==> src/rtl/set_ctrl.sv <==
// Two-way set controller: compares request tags against two ways, picks a victim on
// write misses and hands each access to the owning data block, waiting for its ack.
module set_ctrl #(
    parameter int TAG_W   = 8,
    parameter int TIMEOUT = 8
) (
    input  logic             clk,
    input  logic             rst,
    input  logic             req_valid,
    input  logic             req_write,
    input  logic [TAG_W-1:0] req_tag,
    input  logic [0:15]      req_data,
    input  logic             req_flush,
    output logic             req_ready,
    output logic             resp_valid,
    output logic             resp_hit,
    output logic             resp_err,
    output logic [0:15]      resp_data,
    output logic [1:0]       blk_enable,
    output logic             blk_write,
    output logic             blk_rst,
    output logic [0:15]      blk_data_in,
    input  logic [0:15]      blk_data_out0,
    input  logic [0:15]      blk_data_out1,
    input  logic [1:0]       blk_ack
);

    typedef enum logic [2:0] {S_IDLE, S_LOOKUP, S_ACCESS, S_FLUSH, S_RESP} state_t;

    localparam logic [7:0] LAST_WAIT = 8'(TIMEOUT - 1);

    state_t           r_state;
    state_t           w_next;
    logic             r_write;
    logic [TAG_W-1:0] r_tag;
    logic [0:15]      r_data;
    logic [1:0]       r_valid;
    logic [TAG_W-1:0] r_tags [2];
    logic             r_lru;
    logic             r_way;
    logic             r_hit;
    logic [7:0]       r_cnt;
    logic             r_respHit;
    logic             r_respErr;
    logic [0:15]      r_respData;

    logic             w_hit0;
    logic             w_hit1;
    logic             w_hitAny;
    logic             w_victim;
    logic             w_lookupWay;
    logic             w_selAck;
    logic             w_timeout;
    logic [0:15]      w_selData;

    assign w_hit0      = r_valid[0] && (r_tags[0] == r_tag);
    assign w_hit1      = r_valid[1] && (r_tags[1] == r_tag);
    assign w_hitAny    = w_hit0 || w_hit1;
    assign w_victim    = !r_valid[0] ? 1'b0 : (!r_valid[1] ? 1'b1 : r_lru);
    assign w_lookupWay = w_hitAny ? !w_hit0 : w_victim;
    assign w_selAck    = r_way ? blk_ack[1] : blk_ack[0];
    assign w_selData   = r_way ? blk_data_out1 : blk_data_out0;
    // An ack in the final allowed cycle still wins over the timeout.
    assign w_timeout   = !w_selAck && (r_cnt == LAST_WAIT);

    always_comb begin
        w_next      = r_state;
        req_ready   = 1'b0;
        resp_valid  = 1'b0;
        blk_enable  = 2'b00;
        blk_write   = 1'b0;
        blk_rst     = 1'b0;
        blk_data_in = '0;
        case (r_state)
            S_IDLE: begin
                req_ready = 1'b1;
                if (req_flush) begin
                    w_next = S_FLUSH;
                end else if (req_valid) begin
                    w_next = S_LOOKUP;
                end
            end
            S_LOOKUP: begin
                w_next = (!r_write && !w_hitAny) ? S_RESP : S_ACCESS;
            end
            S_ACCESS: begin
                blk_enable  = r_way ? 2'b10 : 2'b01;
                blk_write   = r_write;
                blk_data_in = r_data;
                if (w_selAck || w_timeout) begin
                    w_next = S_RESP;
                end
            end
            S_FLUSH: begin
                blk_enable = 2'b11;
                blk_rst    = 1'b1;
                w_next     = S_RESP;
            end
            S_RESP: begin
                resp_valid = 1'b1;
                w_next     = S_IDLE;
            end
            default: w_next = S_IDLE;
        endcase
    end

    assign resp_hit  = r_respHit;
    assign resp_err  = r_respErr;
    assign resp_data = r_respData;

    // Response registers default to zero and are only loaded on the edge into RESP,
    // so they read as zero in every other cycle.
    always_ff @(posedge clk or negedge rst) begin
        if (!rst) begin
            r_state    <= S_IDLE;
            r_write    <= 1'b0;
            r_tag      <= '0;
            r_data     <= '0;
            r_valid    <= 2'b00;
            r_tags[0]  <= '0;
            r_tags[1]  <= '0;
            r_lru      <= 1'b0;
            r_way      <= 1'b0;
            r_hit      <= 1'b0;
            r_cnt      <= '0;
            r_respHit  <= 1'b0;
            r_respErr  <= 1'b0;
            r_respData <= '0;
        end else begin
            r_state    <= w_next;
            r_respHit  <= 1'b0;
            r_respErr  <= 1'b0;
            r_respData <= '0;
            case (r_state)
                S_IDLE: begin
                    if (!req_flush && req_valid) begin
                        r_write <= req_write;
                        r_tag   <= req_tag;
                        r_data  <= req_data;
                    end
                end
                S_LOOKUP: begin
                    r_hit <= w_hitAny;
                    r_way <= w_lookupWay;
                    r_cnt <= '0;
                    if (r_write && !w_hitAny) begin
                        r_tags[w_victim] <= r_tag;
                    end
                end
                S_ACCESS: begin
                    if (w_selAck) begin
                        r_valid[r_way] <= 1'b1;
                        r_lru          <= ~r_way;
                        r_respHit      <= r_hit;
                        r_respData     <= r_write ? '0 : w_selData;
                    end else if (w_timeout) begin
                        r_valid[r_way] <= 1'b0;
                        r_respHit      <= r_hit;
                        r_respErr      <= 1'b1;
                    end else begin
                        r_cnt <= r_cnt + 8'd1;
                    end
                end
                S_FLUSH: begin
                    r_valid <= 2'b00;
                    r_lru   <= 1'b0;
                end
                default: ;
            endcase
        end
    end

endmodule

==> config.mk <==
export PLATFORM = sky130hd
export DESIGN_NAME = set_ctrl
export DESIGN_NICKNAME = d
export VERILOG_FILES = /design/src/rtl/set_ctrl.sv
export SDC_FILE = /design/constraint.sdc
export NUM_CORES = 1
export LEC_CHECK = 0
export CAP_MARGIN = 20
export CORE_UTILIZATION = 47
export DETAILED_ROUTE_END_ITERATION = 10
export HOLD_SLACK_MARGIN = 0.06
export PLACE_DENSITY = 0.83
export SYNTH_ARGS = -nofsm -noshare
export SYNTH_HDL_FRONTEND = slang
export SYNTH_SLANG_ARGS = --single-unit
export TNS_END_PERCENT = 10
==> constraint.sdc <==
create_clock -name clk -period 1.9 [get_ports clk]
set_input_delay 0.285 -clock clk [delete_from_list [all_inputs] [get_ports clk]]
set_output_delay 0.285 -clock clk [all_outputs]
set_load 0.01 [all_outputs]
==> run metrics, run 1 <==
Clk Latency, worst-skew pair 0.34 ns; Static Leak 0.00226 µW; fmax 515 MHz; Pins Over Slew Limit 0; largest family of logic cells by synthesized area multiplexers; maximum buffer depth of the clock tree 2; total power 6820 µW; routability cong. a little under 0.8; Final Skew ~0.0066 ns; row cnt 30; first-pass GRT wire length between 10,000 and 15,000 µm; number of synthesized flops with an enable pin 0; adder-cell share of the synthesized area 0.00361; total track usage 0.218; ant diodes 0; gr ovfl total 0; fin nets about 480; slowest stage delay, CP between 0.4 and 0.5 ns; Core Util, Final 0.725; critical path class register to primary output; Root Driver clkbuf_8; Crit Path Max Fanout 11; Mapped Area 3470 µm²; synth warn 0; Synth Area in XOR/XNOR 0.0556; Reg power frac 0.376; CP Data Arrival Time 1.66 ns; Tightest Pin Transition 0.488 ns; width of the die 87.9 µm; initial antenna violation count 0; Post-Syn Area per Cell ~12 µm²; max cap viols 0; Wirelength per Cell 15.0 µm; Power Internal 4710 µW; drt drc 0; Psw 2110 µW; Final Hold Fails 0; area grow syn2layout 45.2%; Compound-Gate Fraction of Synth Area 0.0303; Worst Hold Class primary input to asynchronous set/reset pin; Syn Nets 349; worst path bufs/invs 4; CTS tree yes; IO buf count 102; design area 5030 µm²; Reg clk slew, reported paths about 0.08 ns; total wire length ~7800 µm; CP Launch Type register; CTS buffer count 9; power per standard cell area 1360 nW/µm²; Most used DFF post-synth dfrtp_1; final setup margin -0.0422 ns; DP Area 4740 µm²; first-pass iteration count of the detailed router 4; status complete, but fails checks; die span in y 87.9 µm; Synth Area in Simple Gates 0.166; ANT nets after route 0; Sw Ratio 0.310; CP required between 1.5 and 2 ns; Sink Count between 70 and 80; Initial DRC Count 95; Initial Util 0.499; Logic pwr share 0.383; fin crit share 1.02; post-synthesis mux area share 0.185; vias in the first global route 2,697; Final Setup Violations 9; I/O pin cnt 103; Netlist cell types 42; die area about 7700 µm²; HPWL Detailed about 5500 µm; largest net degree at the start of global routing 39; post-layout min period 1.94 ns; crit path cell chain nor3b_4 -> buf_4 -> buf_6 -> buf_12 -> and2_1 -> buf_2; sequential share of the synthesized area 0.541; Synth async-reset ratio 1.00; layout cells sized above 1 0.277; Seq cells post-synth 75; core box area between 6000 and 7000 µm²; clock share of power 0.241; drt via density 5.06; delay-heaviest family, CP buffers and inverters; Worst path slowest cell dfrtp_1; Peak VDD IR 0.713 mV; htree depth 3; failing checks negative setup slack; post-synthesis instance total 285; unrepaired setup endpoints after global routing yes; via count around 2,600; CP Capture Type primary output; Worst slew margin 0.675; final hold slack about 0.44 ns
cells in the mapped netlist, drive strengths merged, types with 2 or more instances:
library cell,n,area (µm²)
dfrtp,75,1880
mux2,41,462
nor2,32,128
xnor2,22,193
mux2i,18,180
and2,17,106
nand2,14,52.6
nor3,9,77.6
nand3,6,30.0
o21ai,6,30.0
clkbuf,5,18.8
nor4,5,46.3
a21oi,4,20.0
buf,4,30.0
inv,4,15.0
nand4,3,18.8
nor3b,3,27.5
nand2b,2,15.0
nand3b,2,27.5
or3,2,22.5
sequential cells by signal, indices dropped and copies added (netlist names), 2 cells and up:
register   flops
r_data        16
r_tags        16
resp_data     16
r_cnt          8
r_tag          8
r_state        3
r_valid        2
routing by layer:
layer | up-vias | global-route usage | routed length (µm)
li1 | 1245 | - | -
met5 | - | 0 | 0
met2 | 84 | 0.385 | 4090
met1 | 1277 | 0.246 | 3120
met3 | 13 | 0.0481 | 410
met4 | 0 | 0.116 | 163
metrics by stage:
stage               setup TNS, ns  setup WS, ns  cells
floorplan                       0         0.210    285
global placement                0         0.104    495
detailed placement       -0.00875      -0.00875    495
CTS                        -0.514       -0.0885    516
global route                -1.19       -0.0939    518
finish                     -0.152       -0.0422    518
final timing paths:
kind / from / end / slack, ns / depth (start not counted)
max: r_state[0]$_DFFE_PN0P_ / blk_data_in[9] / -0.04 / 6
min: rst / r_cnt[5]$_DFFE_PN0P_ / 0.44 / 2
max reg2reg: r_state[2]$_DFFE_PN0P_ / r_data[6]$_DFFE_PN0P_ / 0.04 / 5
min reg2reg: r_data[15]$_DFFE_PN0P_ / r_data[15]$_DFFE_PN0P_ / 0.50 / 1
max in group asynchronous: rst / r_state[2]$_DFFE_PN0P_ / 0.88 / 3
min in group clk: r_data[15]$_DFFE_PN0P_ / r_data[15]$_DFFE_PN0P_ / 0.50 / 1
worst register-to-register path: stages, from the launching register on:
cell and delay (ns):
dfrtp_2 0.43, buf_4 0.15, or3_4 0.36, inv_4 0.09
nand3b_4 0.31, mux2_4 0.41
cell type report:
class / count / area (µm²)
clock buffer: 12 / 155
sequential: 75 / 1880
multi-input combinational: 197 / 1540
inverter: 4 / 17.5
fill: 492 / 1910
tap: 96 / 120
clock inverter: 4 / 120
timing repair buffer: 130 / 1200
power groups by stage:
stage               Clock [µW]  Sequential [µW]  Combinational [µW]
global route              1730             2630                2860
CTS                       1670             2560                2580
finish                    1640             2570                2610
global placement             0             2550                2460
floorplan                    0             2490                1620
detailed placement           0             2590                2530
logic make-up after synthesis:
kind of cell             Yosys count
AO/OA/AOI/OAI                     17
XOR/XNOR                          22
adder cells (fa/ha/maj)            1
buffers and inverters             13
flip-flops                        75
multiplexers                      59
AND/OR/NAND/NOR                   98
cells in the final DEF (no fill, tap or decap), types with 2 or more instances in the layout:
master,instances
nor3_4,2
nand3_1,6
nor3_2,2
dlygate4sd2_1,4
clkdlybuf4s50_1,79
nor2_1,31
and2_1,15
xnor2_1,22
buf_4,23
nor3_1,5
bufinv_16,4
mux2i_1,18
buf_2,11
o21ai_1,2
nand2_1,14
buf_12,2
clkbuf_8,11
nor3b_1,2
inv_1,3
dfrtp_1,74
nand4_1,3
a21oi_1,4
clkbuf_2,5
o21ai_0,4
mux2_2,38
or3_4,2
mux2_1,2
nor4_1,4
buf_6,4
and2_4,2
repair_timing:
action                                  4_1_cts  5_1_grt
hold buffers                                  1        0
setup buffers                                 3        2
pin swaps                                     1        3
resized for setup                            62       20
endpoints found under the setup margin       22       34
cloned                                        1        0
endpoints found under the hold margin        37        0
(Power assumes the default switching activity.)
==> run 2: changes to the inputs <==
--- a/config.mk
+++ b/config.mk
@@ -8,7 +8,7 @@
 export CAP_MARGIN = 20
 export CORE_UTILIZATION = 47
 export DETAILED_ROUTE_END_ITERATION = 10
-export HOLD_SLACK_MARGIN = 0.06
+export HOLD_SLACK_MARGIN = 0.05
 export PLACE_DENSITY = 0.83
 export SYNTH_ARGS = -nofsm -noshare
 export SYNTH_HDL_FRONTEND = slang
==> constraint.sdc (replaced) <==
create_clock -name clk -period 2.2 [get_ports clk]
set_input_delay 0.33 -clock clk [delete_from_list [all_inputs] [get_ports clk]]
set_output_delay 0.33 -clock clk [all_outputs]
set_load 0.01 [all_outputs]
==> run 2 against run 1 <==
The run now ends clean. Utilization fell by 3.2 points. Total power fell by 24%. Cell count fell by 3.7%. Flip-flop and latch count did not move. Die area did not move. Clock power fell by 46%. First-iteration DRC count rose by 11%. Final area fell by 4.5%. Register-to-register slack improved by 0.21 ns. Critical endpoint is now blk_enable[0].
==> run metrics, run 2 (synthesis results as in run 1) <==
Sink Count 75; Layout fillers 537; post-layout min period 2.08 ns; CP startpoint r_state[2]$_DFFE_PN0P_; area grow syn2layout 38.7%; I/O pin cnt 103; width of the die 87.9 µm; via count 2,547; commonest non-fill, non-tap cell in the layout clkdlybuf4s50_1; CTS buffer count 9; Seq. cell area ~1900 µm²; r2r startpoint r_state[2]$_DFFE_PN0P_; final setup margin around 0.12 ns; Worst path slowest cell clkdlybuf4s50_1; first-pass iteration count of the detailed router 4; ant diodes 0; design area 4810 µm²; row cnt 30; slowest stage delay, CP 0.57 ns; total wire length ~7300 µm; Tightest Pin Transition 0.534 ns; fin crit share 0.945; Crit Path Max Fanout 6; Post-Place Worst Slack about 0.24 ns; vias in the first global route 2,653; unrepaired setup endpoints after global routing no; CP Capture Type primary output; first-pass GRT wire length 12,200 µm; power per standard cell area 1070 nW/µm²; Static Leak 0.00214 µW; Final Skew 0.00594 ns; drt via density just over 5; worst path bufs/invs 1; drt drc 0; layout cells sized above 1 0.199; Clk Latency, worst-skew pair 0.34 ns; Initial Util 0.499; placed cell count 480; most frequent cells in the layout clkdlybuf4s50_1 (83), dfrtp_1 (72), mux2_2 (39); multi-input combinational cell area ~1500 µm²; Peak VDD IR between 0.6 and 0.7 mV; Core Util, Final 0.693; core box area 6940 µm²; Final Setup Violations 0; Pins Over Slew Limit 0; die area 7730 µm²; maximum buffer depth of the clock tree 2; die span in y roughly 88 µm; largest net degree at the start of global routing 45; CTS tree yes; setup_tns 0 ns; HPWL Detailed 5390 µm; crit path cell chain nand2b_2 -> a21oi_1 -> clkdlybuf4s50_1; critical path class register to primary output; initial antenna violation count 0; gr ovfl total 0; Reg clk slew, reported paths 0.07 ns; IO buf count 102; Finished Layout Cells roughly 500; Final Hold Fails 0; DP Area 4620 µm²; fin nets 463; total track usage 0.210; ANT nets after route 0; status finished, final reports clean; Worst slew margin 0.642; Worst Hold Class primary input to asynchronous set/reset pin; Root Driver clkbuf_8; htree depth 3; max cap viols 0; CP Data Arrival Time 1.75 ns; CP required roughly 1.9 ns; Initial DRC Count approximately 110; Wirelength per Cell around 15 µm; routability cong. 0.765; CP Launch Type register; fmax 481 MHz; delay-heaviest family, CP buffers and inverters
-- run 2: changes by cell type in the layout (fill, tap and decap cells not counted), moves of 3 or more --
cell	previous run	this run
buf_4	23	7
dlygate4sd2_1	4	17
buf_2	11	0
clkbuf_2	5	0
bufinv_16	4	0
clkdlybuf4s50_1	79	83
clkinv_2	0	3
-- run 2: worst paths after layout --
kind,slack [ns],depth (start not counted),end
max in group asynchronous,1.15,3,r_state[2]$_DFFE_PN0P_
min,0.47,2,resp_data[15]$_DFF_PN0_
min reg2reg,0.50,1,r_data[12]$_DFFE_PN0P_
min in group clk,0.50,1,r_data[12]$_DFFE_PN0P_
max,0.12,3,blk_enable[0]
max reg2reg,0.25,5,r_tags[2]$_DFFE_PN0P_
-- run 2: repair_timing --
action,4_1_cts,5_1_grt
gates resized for setup,24,2
gates cloned,1,0
hold buffers,1,0
pin swaps,1,0
hold endpoints to repair,31,0
setup endpoints to repair,18,2
buffers inserted,2,0
-- run 2: metrics by stage --
stage	hold WS, ns	total power (µW)
6_report	0.465	5160
5_1_grt	0.498	5520
4_1_cts	0.471	5210
3_5_place_dp	0.292	4300
3_3_place_gp	0.293	4210
2_1_floorplan	0.0344	3550
-- run 2: layer usage --
layer / vias up / wire, µm / part of all wire / track usage
met5: - / 0 / 0 / 0
met4: 0 / 187 / 0.026 / 0.0969
met3: 15 / 415 / 0.057 / 0.0481
met2: 83 / 3670 / 0.50 / 0.369
met1: 1236 / 3020 / 0.41 / 0.242
li1: 1213 / - / - / -
-- run 2: area by class of cell --
type,count,share of cell area
Clock buffer,12,0.0302
Tap cell,96,0.0250
Inverter,4,0.00312
Timing Repair Buffer,112,0.228
Sequential cell,75,0.391
Multi-Input combinational cell,197,0.319
Clock inverter,3,0.00312
-- run 2: worst reg2reg max path, cell delays in order (launching register included) --
cell and delay (ns):
dfrtp_2 0.45, nand2b_2 0.23, nor2_4 0.20, nand3_1 0.15, nor3_4 0.40, mux2_2 0.40
-- run 2: report_power, final --
group | switching, µW | internal [µW]
Sequential | 404 | 1850
Clock | 455 | 429
Combinational | 859 | 1170
Total | 1720 | 3440
==> run 3: changes to the inputs <==
--- a/config.mk
+++ b/config.mk
@@ -6,10 +6,10 @@
 export NUM_CORES = 1
 export LEC_CHECK = 0
 export CAP_MARGIN = 20
-export CORE_UTILIZATION = 47
+export CORE_UTILIZATION = 51
 export DETAILED_ROUTE_END_ITERATION = 10
 export HOLD_SLACK_MARGIN = 0.05
-export PLACE_DENSITY = 0.83
+export PLACE_DENSITY = 0.89
 export SYNTH_ARGS = -nofsm -noshare
 export SYNTH_HDL_FRONTEND = slang
 export SYNTH_SLANG_ARGS = --single-unit
==> constraint.sdc (replaced) <==
create_clock -name clk -period 2.6 [get_ports clk]
set_input_delay 0.39 -clock clk [delete_from_list [all_inputs] [get_ports clk]]
set_output_delay 0.39 -clock clk [all_outputs]
set_load 0.01 [all_outputs]
==> run 3 against run 2 <==
The flow now finishes with violations (design-rule violations). Die area fell by 7.7%. Worst hold slack got worse by 0.31 ns. Flip-flop and latch count did not move. Non-clock buffer count is 7 lower. Sequential share of layout area up 0.42 points. Clock skew rose by 0.0038 ns. Clock-buffer cell count decreased by 2. Combinational power decreased by 14%. Via count fell by 0.24%. Total power fell by 12%.
==> run metrics, run 3 (synthesis results as in run 1) <==
post-CTS setup buffer count 0; die area 7130 µm²; setup_tns 0 ns; power per standard cell area 951 nW/µm²; gr ovfl total 0; CP Launch Type register; IO buf count 102; met1 WL 2940 µm; drt drc 6; post-layout min period 2.41 ns; Final Setup Violations 0; Sink Count 75; met3 wire length ~400 µm; status complete, but fails checks; commonest non-fill, non-tap cell in the layout clkdlybuf4s50_1; Post-CTS Resized 0; hold_buf cts 0; fin nets 456; CP required 2.21 ns; Core Util, Final 0.735; vias in the first global route 2,697; Worst slew margin 0.381; Tightest Pin Transition 0.929 ns; WL met2 3870 µm; Worst Hold Class primary input to asynchronous set/reset pin; total track usage 0.225; fin crit share 0.927; CTS buffer count 9; initial antenna violation count 0; via count 2,541; width of the die 84.5 µm; Peak VDD IR 0.664 mV; Pins Over Slew Limit 0; layout cells sized above 1 0.181; failing checks design-rule violations; row cnt 29; Final Skew about 0.0098 ns; first-pass iteration count of the detailed router 7; fmax 415 MHz; HPWL Detailed roughly 5300 µm; drt via density 5.36; largest net degree at the start of global routing 76; ant diodes 0; core box area roughly 6500 µm²; CTS tree yes; Finished Layout Cells 474; htree depth 3; Root Driver clkbuf_8; critical path class register to primary output; die span in y 84.5 µm; max cap viols 0; maximum buffer depth of the clock tree 2; Initial Util 0.537; I/O pin cnt 103; first-pass GRT wire length 12,400 µm; unrepaired setup endpoints after global routing no; CP Capture Type primary output; Final Hold Fails 0; top layer in use met4; routability cong. 0.785; Static Leak 0.00202 µW; most frequent cells in the layout clkdlybuf4s50_1 (101), dfrtp_1 (75), mux2_2 (39); area grow syn2layout 36.9%; CP Data Arrival Time 2.02 ns; ANT nets after route 0; placed cell count 458; Clk Latency, worst-skew pair 0.35 ns; Reg clk slew, reported paths 0.08 ns; Wirelength per Cell 15.6 µm; Crit Path Max Fanout 21; total wire length about 7400 µm; Initial DRC Count between 100 and 150
## run 3: changes by cell type in the layout (fill, tap and decap cells not counted), moves of 2 or more
cell,change
buf_4,-3
buf_6,-2
clkdlybuf4s50_1,+18
dfrtp_1,+3
dfrtp_2,-3
dlygate4sd2_1,-17
## run 3: power by group
part	switching, µW	total (µW)	internal [µW]
registers	332	1890	1560
clock network	446	891	445
logic	750	1740	990
## run 3: worst paths after layout
check                                  startpoint                endpoint  slack [ns]  depth (start not counted)
max reg2reg                r_state[0]$_DFFE_PN0P_  r_state[2]$_DFFE_PN0P_        0.66                          6
max                        r_state[0]$_DFFE_PN0P_         blk_data_in[15]        0.19                          4
min reg2reg                 r_data[2]$_DFFE_PN0P_   r_data[2]$_DFFE_PN0P_        0.50                          1
max in group asynchronous                     rst   r_data[4]$_DFFE_PN0P_        1.82                          1
min                                           rst   r_data[6]$_DFFE_PN0P_        0.16                          1
min in group clk            r_data[2]$_DFFE_PN0P_   r_data[2]$_DFFE_PN0P_        0.50                          1
## run 3: cell type report
type	instances	area, µm²
sequential	75	1880
fill	457	1710
multi-input combinational	197	1530
timing repair buffer	105	1040
clock buffer	10	128
tap	77	96.3
clock inverter	6	65.1
inverter	4	15.0
## run 3: critical path: stages (launching register included)
cell	delay (ns)
dfrtp_1	0.48
nor3b_2	0.21
buf_4	0.25
and2_1	0.17
clkdlybuf4s50_1	0.55
## run 3: metrics by stage
step	power, µW	setup WS, ns	hold WS [ns]	area [µm²]
after global routing	4790	0.0921	0.259	4750
after detailed placement	3640	0.501	0.487	4560
after CTS	4550	0.183	0.209	4750
after floorplan	3000	0.899	0.0944	3470
final	4520	0.190	0.159	4750
after global placement	3540	0.605	0.478	4560
## run 3: per-layer routing
| layer | vias to the layer above | global-route usage |
|---|---|---|
| li1 | 1199 | - |
| met1 | 1255 | 0.261 |
| met2 | 70 | 0.388 |
| met3 | 17 | 0.0551 |
| met4 | 0 | 0.116 |
| met5 | - | 0 |
